**config.mk**
```make
export PLATFORM = sky130hd
export DESIGN_NAME = uart_ctrl_decoder
export DESIGN_NICKNAME = d
export VERILOG_FILES = /design/src/rtl/uart_ctrl_decoder.sv
export SDC_FILE = /design/constraint.sdc
export NUM_CORES = 1
export LEC_CHECK = 0
export ABC_AREA = 1
export CORE_MARGIN = 5
export CORE_UTILIZATION = 26
export CTS_CLUSTER_SIZE = 40
export DETAILED_ROUTE_END_ITERATION = 10
export SLEW_MARGIN = 20
export SYNTH_ARGS = -nofsm -noshare
export SYNTH_HDL_FRONTEND = slang
export SYNTH_SLANG_ARGS = --single-unit
```
**constraint.sdc**
```tcl
create_clock -name clk_50m -period 1.8 [get_ports clk_50m]
set_input_delay 0.18 -clock clk_50m [delete_from_list [all_inputs] [get_ports clk_50m]]
set_output_delay 0.18 -clock clk_50m [all_outputs]
set_load 0.05 [all_outputs]
```
**src/rtl/uart_ctrl_decoder.sv**
```systemverilog
// UART control decoder: receives 8N1 frames (A5 CMD D0 D1 D2 CHK) from a host
// and commits validated commands into the DDS generator's control registers.
module uart_ctrl_decoder #(
  parameter int unsigned CLK_FREQ    = 50_000_000,
  parameter int unsigned BAUD        = 115200,
  parameter int unsigned TIMEOUT_CYC = 500_000,
  parameter logic [19:0] FREQ_RST    = 20'd1074,
  parameter logic [6:0]  PWM_RST     = 7'd64
) (
  input  logic        clk_50m,
  input  logic        rst_n,
  input  logic        uart_rxd,
  output logic        enable,
  output logic [1:0]  wave_word,
  output logic [19:0] freq_word,
  output logic [6:0]  pwm_word,
  output logic        cfg_update,
  output logic        frame_err
);

  localparam int unsigned ClksPerBit = CLK_FREQ / BAUD;
  localparam int unsigned CntW       = $clog2(ClksPerBit + 1);
  localparam int unsigned GapW       = $clog2(TIMEOUT_CYC + 1);
  localparam logic [CntW-1:0] HalfM1 = CntW'(ClksPerBit / 2 - 1);
  localparam logic [CntW-1:0] FullM1 = CntW'(ClksPerBit - 1);

  typedef enum logic [1:0] {RxIdle, RxStart, RxData, RxStop} rx_state_e;
  typedef enum logic [2:0] {PsHunt, PsCmd, PsD0, PsD1, PsD2, PsChk} ps_state_e;

  logic rxd_meta, rxd_sync, rxd_prev;

  rx_state_e       rx_state_q, rx_state_d;
  logic [CntW-1:0] bit_cnt_q, bit_cnt_d;
  logic [2:0]      bit_idx_q, bit_idx_d;
  logic [7:0]      shift_q, shift_d;
  logic            byte_valid, rx_ferr;

  ps_state_e       ps_q, ps_d;
  logic [7:0]      cmd_q, cmd_d, d0_q, d0_d, d1_q, d1_d, d2_q, d2_d;
  logic [GapW-1:0] gap_q, gap_d;
  logic            enable_q, enable_d;
  logic [1:0]      wave_q, wave_d;
  logic [19:0]     freq_q, freq_d;
  logic [6:0]      pwm_q, pwm_d;
  logic            cfg_update_q, cfg_update_d;
  logic            frame_err_q, frame_err_d;
  logic            cmd_valid;

  // Two-flop synchroniser plus one delayed copy for falling-edge detection.
  always_ff @(posedge clk_50m or negedge rst_n) begin
    if (!rst_n) begin
      rxd_meta <= 1'b1;
      rxd_sync <= 1'b1;
      rxd_prev <= 1'b1;
    end else begin
      rxd_meta <= uart_rxd;
      rxd_sync <= rxd_meta;
      rxd_prev <= rxd_sync;
    end
  end

  // Receiver state register.
  always_ff @(posedge clk_50m or negedge rst_n) begin
    if (!rst_n) begin
      rx_state_q <= RxIdle;
      bit_cnt_q  <= '0;
      bit_idx_q  <= '0;
      shift_q    <= '0;
    end else begin
      rx_state_q <= rx_state_d;
      bit_cnt_q  <= bit_cnt_d;
      bit_idx_q  <= bit_idx_d;
      shift_q    <= shift_d;
    end
  end

  // Receiver next state: mid-bit sampling, LSB first, strobes on the stop bit.
  always_comb begin
    rx_state_d = rx_state_q;
    bit_cnt_d  = bit_cnt_q + CntW'(1);
    bit_idx_d  = bit_idx_q;
    shift_d    = shift_q;
    byte_valid = 1'b0;
    rx_ferr    = 1'b0;
    unique case (rx_state_q)
      RxIdle: begin
        bit_cnt_d = '0;
        if (rxd_prev && !rxd_sync) rx_state_d = RxStart;
      end
      RxStart: begin
        if (bit_cnt_q == HalfM1) begin
          bit_cnt_d  = '0;
          bit_idx_d  = '0;
          // A line already back high is a glitch, not a start bit.
          rx_state_d = rxd_sync ? RxIdle : RxData;
        end
      end
      RxData: begin
        if (bit_cnt_q == FullM1) begin
          bit_cnt_d = '0;
          shift_d   = {rxd_sync, shift_q[7:1]};
          bit_idx_d = bit_idx_q + 3'd1;
          if (bit_idx_q == 3'd7) rx_state_d = RxStop;
        end
      end
      RxStop: begin
        if (bit_cnt_q == FullM1) begin
          bit_cnt_d  = '0;
          rx_state_d = RxIdle;
          if (rxd_sync) byte_valid = 1'b1;
          else          rx_ferr    = 1'b1;
        end
      end
      default: rx_state_d = RxIdle;
    endcase
  end

  // Parser, gap timer and committed control registers.
  always_ff @(posedge clk_50m or negedge rst_n) begin
    if (!rst_n) begin
      ps_q         <= PsHunt;
      cmd_q        <= '0;
      d0_q         <= '0;
      d1_q         <= '0;
      d2_q         <= '0;
      gap_q        <= '0;
      enable_q     <= 1'b0;
      wave_q       <= 2'b00;
      freq_q       <= FREQ_RST;
      pwm_q        <= PWM_RST;
      cfg_update_q <= 1'b0;
      frame_err_q  <= 1'b0;
    end else begin
      ps_q         <= ps_d;
      cmd_q        <= cmd_d;
      d0_q         <= d0_d;
      d1_q         <= d1_d;
      d2_q         <= d2_d;
      gap_q        <= gap_d;
      enable_q     <= enable_d;
      wave_q       <= wave_d;
      freq_q       <= freq_d;
      pwm_q        <= pwm_d;
      cfg_update_q <= cfg_update_d;
      frame_err_q  <= frame_err_d;
    end
  end

  assign cmd_valid = (cmd_q >= 8'h01) && (cmd_q <= 8'h05);

  // Parser next state; framing error outranks everything, commit only on a good CHK.
  always_comb begin
    ps_d         = ps_q;
    cmd_d        = cmd_q;
    d0_d         = d0_q;
    d1_d         = d1_q;
    d2_d         = d2_q;
    gap_d        = (ps_q == PsHunt) ? '0 : gap_q + GapW'(1);
    enable_d     = enable_q;
    wave_d       = wave_q;
    freq_d       = freq_q;
    pwm_d        = pwm_q;
    cfg_update_d = 1'b0;
    frame_err_d  = 1'b0;
    if (rx_ferr) begin
      frame_err_d = 1'b1;
      ps_d        = PsHunt;
      gap_d       = '0;
    end else if (byte_valid) begin
      gap_d = '0;
      unique case (ps_q)
        PsHunt: if (shift_q == 8'hA5) ps_d = PsCmd;
        PsCmd: begin cmd_d = shift_q; ps_d = PsD0; end
        PsD0:  begin d0_d  = shift_q; ps_d = PsD1; end
        PsD1:  begin d1_d  = shift_q; ps_d = PsD2; end
        PsD2:  begin d2_d  = shift_q; ps_d = PsChk; end
        PsChk: begin
          ps_d = PsHunt;
          if (cmd_valid && (shift_q == (cmd_q ^ d0_q ^ d1_q ^ d2_q))) begin
            cfg_update_d = 1'b1;
            case (cmd_q)
              8'h01: wave_d = d0_q[1:0];
              8'h02: freq_d = {d2_q[3:0], d1_q, d0_q};
              8'h03: pwm_d  = d0_q[6:0];
              8'h04: enable_d = d0_q[0];
              8'h05: begin
                enable_d = d0_q[7];
                wave_d   = d0_q[6:5];
                pwm_d    = d1_q[6:0];
                freq_d   = {4'h0, d2_q, 8'h00};
              end
              default: ;
            endcase
          end else begin
            frame_err_d = 1'b1;
          end
        end
        default: ps_d = PsHunt;
      endcase
    end else if ((ps_q != PsHunt) && (gap_q == GapW'(TIMEOUT_CYC))) begin
      frame_err_d = 1'b1;
      ps_d        = PsHunt;
      gap_d       = '0;
    end
  end

  assign enable     = enable_q;
  assign wave_word  = wave_q;
  assign freq_word  = freq_q;
  assign pwm_word   = pwm_q;
  assign cfg_update = cfg_update_q;
  assign frame_err  = frame_err_q;

endmodule
```
==> results.sh <==
export IMPL_ioPinCount=35
export IMPL_synth_fa_ha_area_share_pct=1.53
export IMPL_cp_num_cells=13
export IMPL_grt_pass1_vias=4854
export IMPL_whs_ps=241
export IMPL_worst_pin_slew_ps=609
export IMPL_powerDensity_nw_per_um2=620
export IMPL_synthSimpleGateAreaFrac_pct=30.0
export IMPL_gp_congestion=0.771
export IMPL_track_usage_pct=11.6
export IMPL_nets=872
export IMPL_internal_power_mw=3.79
export IMPL_synthCells=708
export IMPL_cp_end_kind="register"
export IMPL_cp_slowest_cell="dfrtp_1"
export IMPL_vias_per_cell=4.51
export IMPL_critPathMaxFanout=8
export IMPL_drcViolationCount=0
export IMPL_p_clk_share_pct=38.7
export IMPL_min_period_over_period_pct=112
export IMPL_crit_path_start_kind="register"
export IMPL_maxCapViolCount=0
export IMPL_crit_type="register to register"
export IMPL_startpoint="bit_cnt_q[1]"
export IMPL_hpwlAfterDp_um=9800
export IMPL_num_vias=5164
export IMPL_critPathMaxStageDelay_ps=390
export IMPL_postLayoutSetupSlackWorst_ps=-216
export IMPL_wl_um=15100
export IMPL_setup_tns_ps=-9430
export IMPL_status="complete, but fails checks"
export IMPL_r2r_worst_path_cells=13
export IMPL_synth_cell_area_um2=5740
export IMPL_final_max_slew_violation_count=0
export IMPL_swShare_pct=25.7
export IMPL_synth_warnings=0
export IMPL_synth_compound_area_share_pct=7.50
export IMPL_core_area_um2=21800
export IMPL_finalSetupViolations=65
export IMPL_r2r_end="freq_word[9]"
export IMPL_peakVddDrop_mv=0.414
export IMPL_finClkSkew_ps=13.1
export IMPL_cp_num_buf_inv=5
export IMPL_p_leak_nw=3.87
export IMPL_n_antenna_cell=0
export IMPL_clockBufferDepth=2
export IMPL_fp_dieH_um=159
export IMPL_hp_start="uart_rxd"
export IMPL_numCtsBuffers=9
export IMPL_cp_required_ps=2100
export IMPL_critPathTopFamily="simple AND/OR/NAND/NOR gates"
export IMPL_r2r_slack_ps=-220
export IMPL_place_inst=1100
export IMPL_yosysUniqueCellTypes=39
export IMPL_portBuffers=34
export IMPL_synth_net_count=718
export IMPL_die_area_um2=25200
export IMPL_htree_levels=3
export IMPL_final_common_cell="nand2_1"
export IMPL_combinationalPowerShare_pct=10.4
export IMPL_place_area_um2=7100
export IMPL_die_w_um=159
export IMPL_clockRootBuffer="clkbuf_16"
export IMPL_final_util_pct=37.9
export IMPL_area_growth_pct=43.5
export IMPL_insertion_delay_ps=360
export IMPL_hold_path_cell_count=1
export IMPL_clkSinkCount=111
export IMPL_layout_common_cells="nand2_1 (199), dfrtp_1 (102), buf_4 (101)"
export IMPL_first_pass_iters=4
export IMPL_ys_ff_latch=111
export IMPL_arrival_ps=2320
export IMPL_report_power_total_mw=5.10
export IMPL_final_area_um2=8240
export IMPL_fmax_mhz=496
export IMPL_min_period_ps=2020
export IMPL_dr_first_iter_drc_count=365
export IMPL_stdcell_count=1146
export IMPL_rsz0062_at_grt="true"
export IMPL_whs_endpoint="rxd_meta"
export IMPL_netlist_area_leader_share_pct=44.9
export IMPL_avgSynthCellArea_um2=8.11
export IMPL_grt_overflow_total=0
export IMPL_synth_top_family_by_area="simple AND/OR/NAND/NOR gates"
export IMPL_core_rowCount=54
export IMPL_drive_gt1_share_pct=29.1
export IMPL_clkTransAtPathRegs_ps=70
export IMPL_synth_area_top_cells="dfrtp_1 (45%), nand2_1 (15%), inv_1 (5.3%)"
export IMPL_muxShareOfSynthArea_pct=0
export IMPL_wl_per_cell_um=13.2
export IMPL_cts_tree="built"
export IMPL_violations="setup timing"
export IMPL_detail_route_antenna_nets=0
export IMPL_start_util_pct=26.4
export IMPL_synth_largest_area_cell="dfrtp_1"
export IMPL_maxSlewHeadroom_pct=59.1
export IMPL_grt_max_degree=40
export IMPL_antenna_found_initial=0
export IMPL_hold_class="input pin to register"
export IMPL_finalHoldViolations=0
export IMPL_power_frac_seq_pct=50.9
export IMPL_ys_seq_area_share_pct=48.6
export IMPL_synthXorXnorAreaFrac_pct=3.97
export IMPL_grt_pass1_wl_um=23500
export IMPL_switchingPower_mw=1.31
export IMPL_path_cells="inv_2 -> ha_4 -> nand2_2 -> nor3b_2 -> nand2_1 -> inv_2 -> nand3_4 -> nor3_4 -> buf_6 -> buf_8 -> clkbuf_16 -> nand4_1 -> nand2_1"
export IMPL_pre_cts_ws_ps=-248
export IMPL_reg2reg_from="bit_cnt_q[1]"
-- flip-flops by register name (all words and copies together) (netlist names), 2 cells and up, named ones only --
| name | flops |
|---|---|
| bit_cnt_q | 9 |
| bit_idx_q | 3 |
| cmd_q | 8 |
| d0_q | 8 |
| d1_q | 8 |
| d2_q | 8 |
| freq_word | 20 |
| gap_q | 19 |
| ps_q | 3 |
| pwm_word | 7 |
| shift_q | 8 |
| wave_word | 2 |
-- cells by family after synthesis --
group                    after synthesis
AO/OA/AOI/OAI                         80
XOR/XNOR                              26
adder cells (fa/ha/maj)                7
buffers and inverters                107
flip-flops                           111
AND/OR/NAND/NOR                      377
-- layout make-up --
class / count / area, µm²
fill: 2189 / 13500
multi-input combinational: 494 / 2920
sequential: 111 / 2790
timing repair buffer: 157 / 1520
inverter: 88 / 360
tap: 280 / 350
clock buffer: 11 / 253
clock inverter: 4 / 35.0
timing repair inverter: 1 / 16.3
-- how the worst max path moves through the flow --
stage / slack [ps] / to
2_1_floorplan: -40 / freq_word[0]
3_3_place_gp: -190 / wave_word[1]
3_5_place_dp: -250 / wave_word[0]
4_1_cts: -150 / freq_word[0]
5_1_grt: -340 / freq_word[16]
6_report: -220 / freq_word[9]
-- power groups by stage --
stage          logic, mW  clock network (mW)  registers, mW
2_1_floorplan      0.238                   0           2.64
3_3_place_gp       0.423                   0           2.63
3_5_place_dp       0.424                   0           2.64
4_1_cts            0.449                2.04           2.59
5_1_grt            0.597                2.13           2.60
6_report           0.533                1.97           2.60
-- layer usage --
metal  up-vias  share of wire, %  global-route usage [%]
li1       2615                 -                       -
met1      2450                46                    15.2
met2        76                49                    19.3
met3        23               3.8                    2.47
met4         0               1.9                    3.05
met5         -                 0                       0
-- Yosys cell counts --
library cell and count:
nor4b_2 1, nor2_4 1, nor2_1 53, clkinv_1 2, nand4_1 37, inv_2 5, o22ai_1 1, a211oi_1 2
o31ai_1 2, a21boi_0 1, buf_2 3, nand3_1 28, nand3_2 4, o31ai_2 1, clkbuf_1 3, inv_1 81
o211ai_1 2, o21ai_0 59, nor3_4 1, nand2_1 225, nand4_4 4, dfstp_2 8, nor2_2 2, nor3_1 12
and3_1 1, nor4_1 3, nor3b_1 2, and2_1 1, xor2_1 13, buf_4 5, ha_1 7, a21oi_1 11
xnor2_1 13, nand2_2 1, a22o_1 1, nor3b_2 1, dfrtp_1 103, buf_6 7, clkbuf_8 1
-- what timing repair did --
item | in CTS | in global routing
endpoints found under the hold margin | 32 | 0
pin swaps | 6 | 38
buffers inserted | 10 | 11
gates cloned | 4 | 6
resized for setup | 27 | 132
hold buffers | 1 | 0
setup endpoints to repair | 74 | 107
Power figures use the tool's default switching activity.
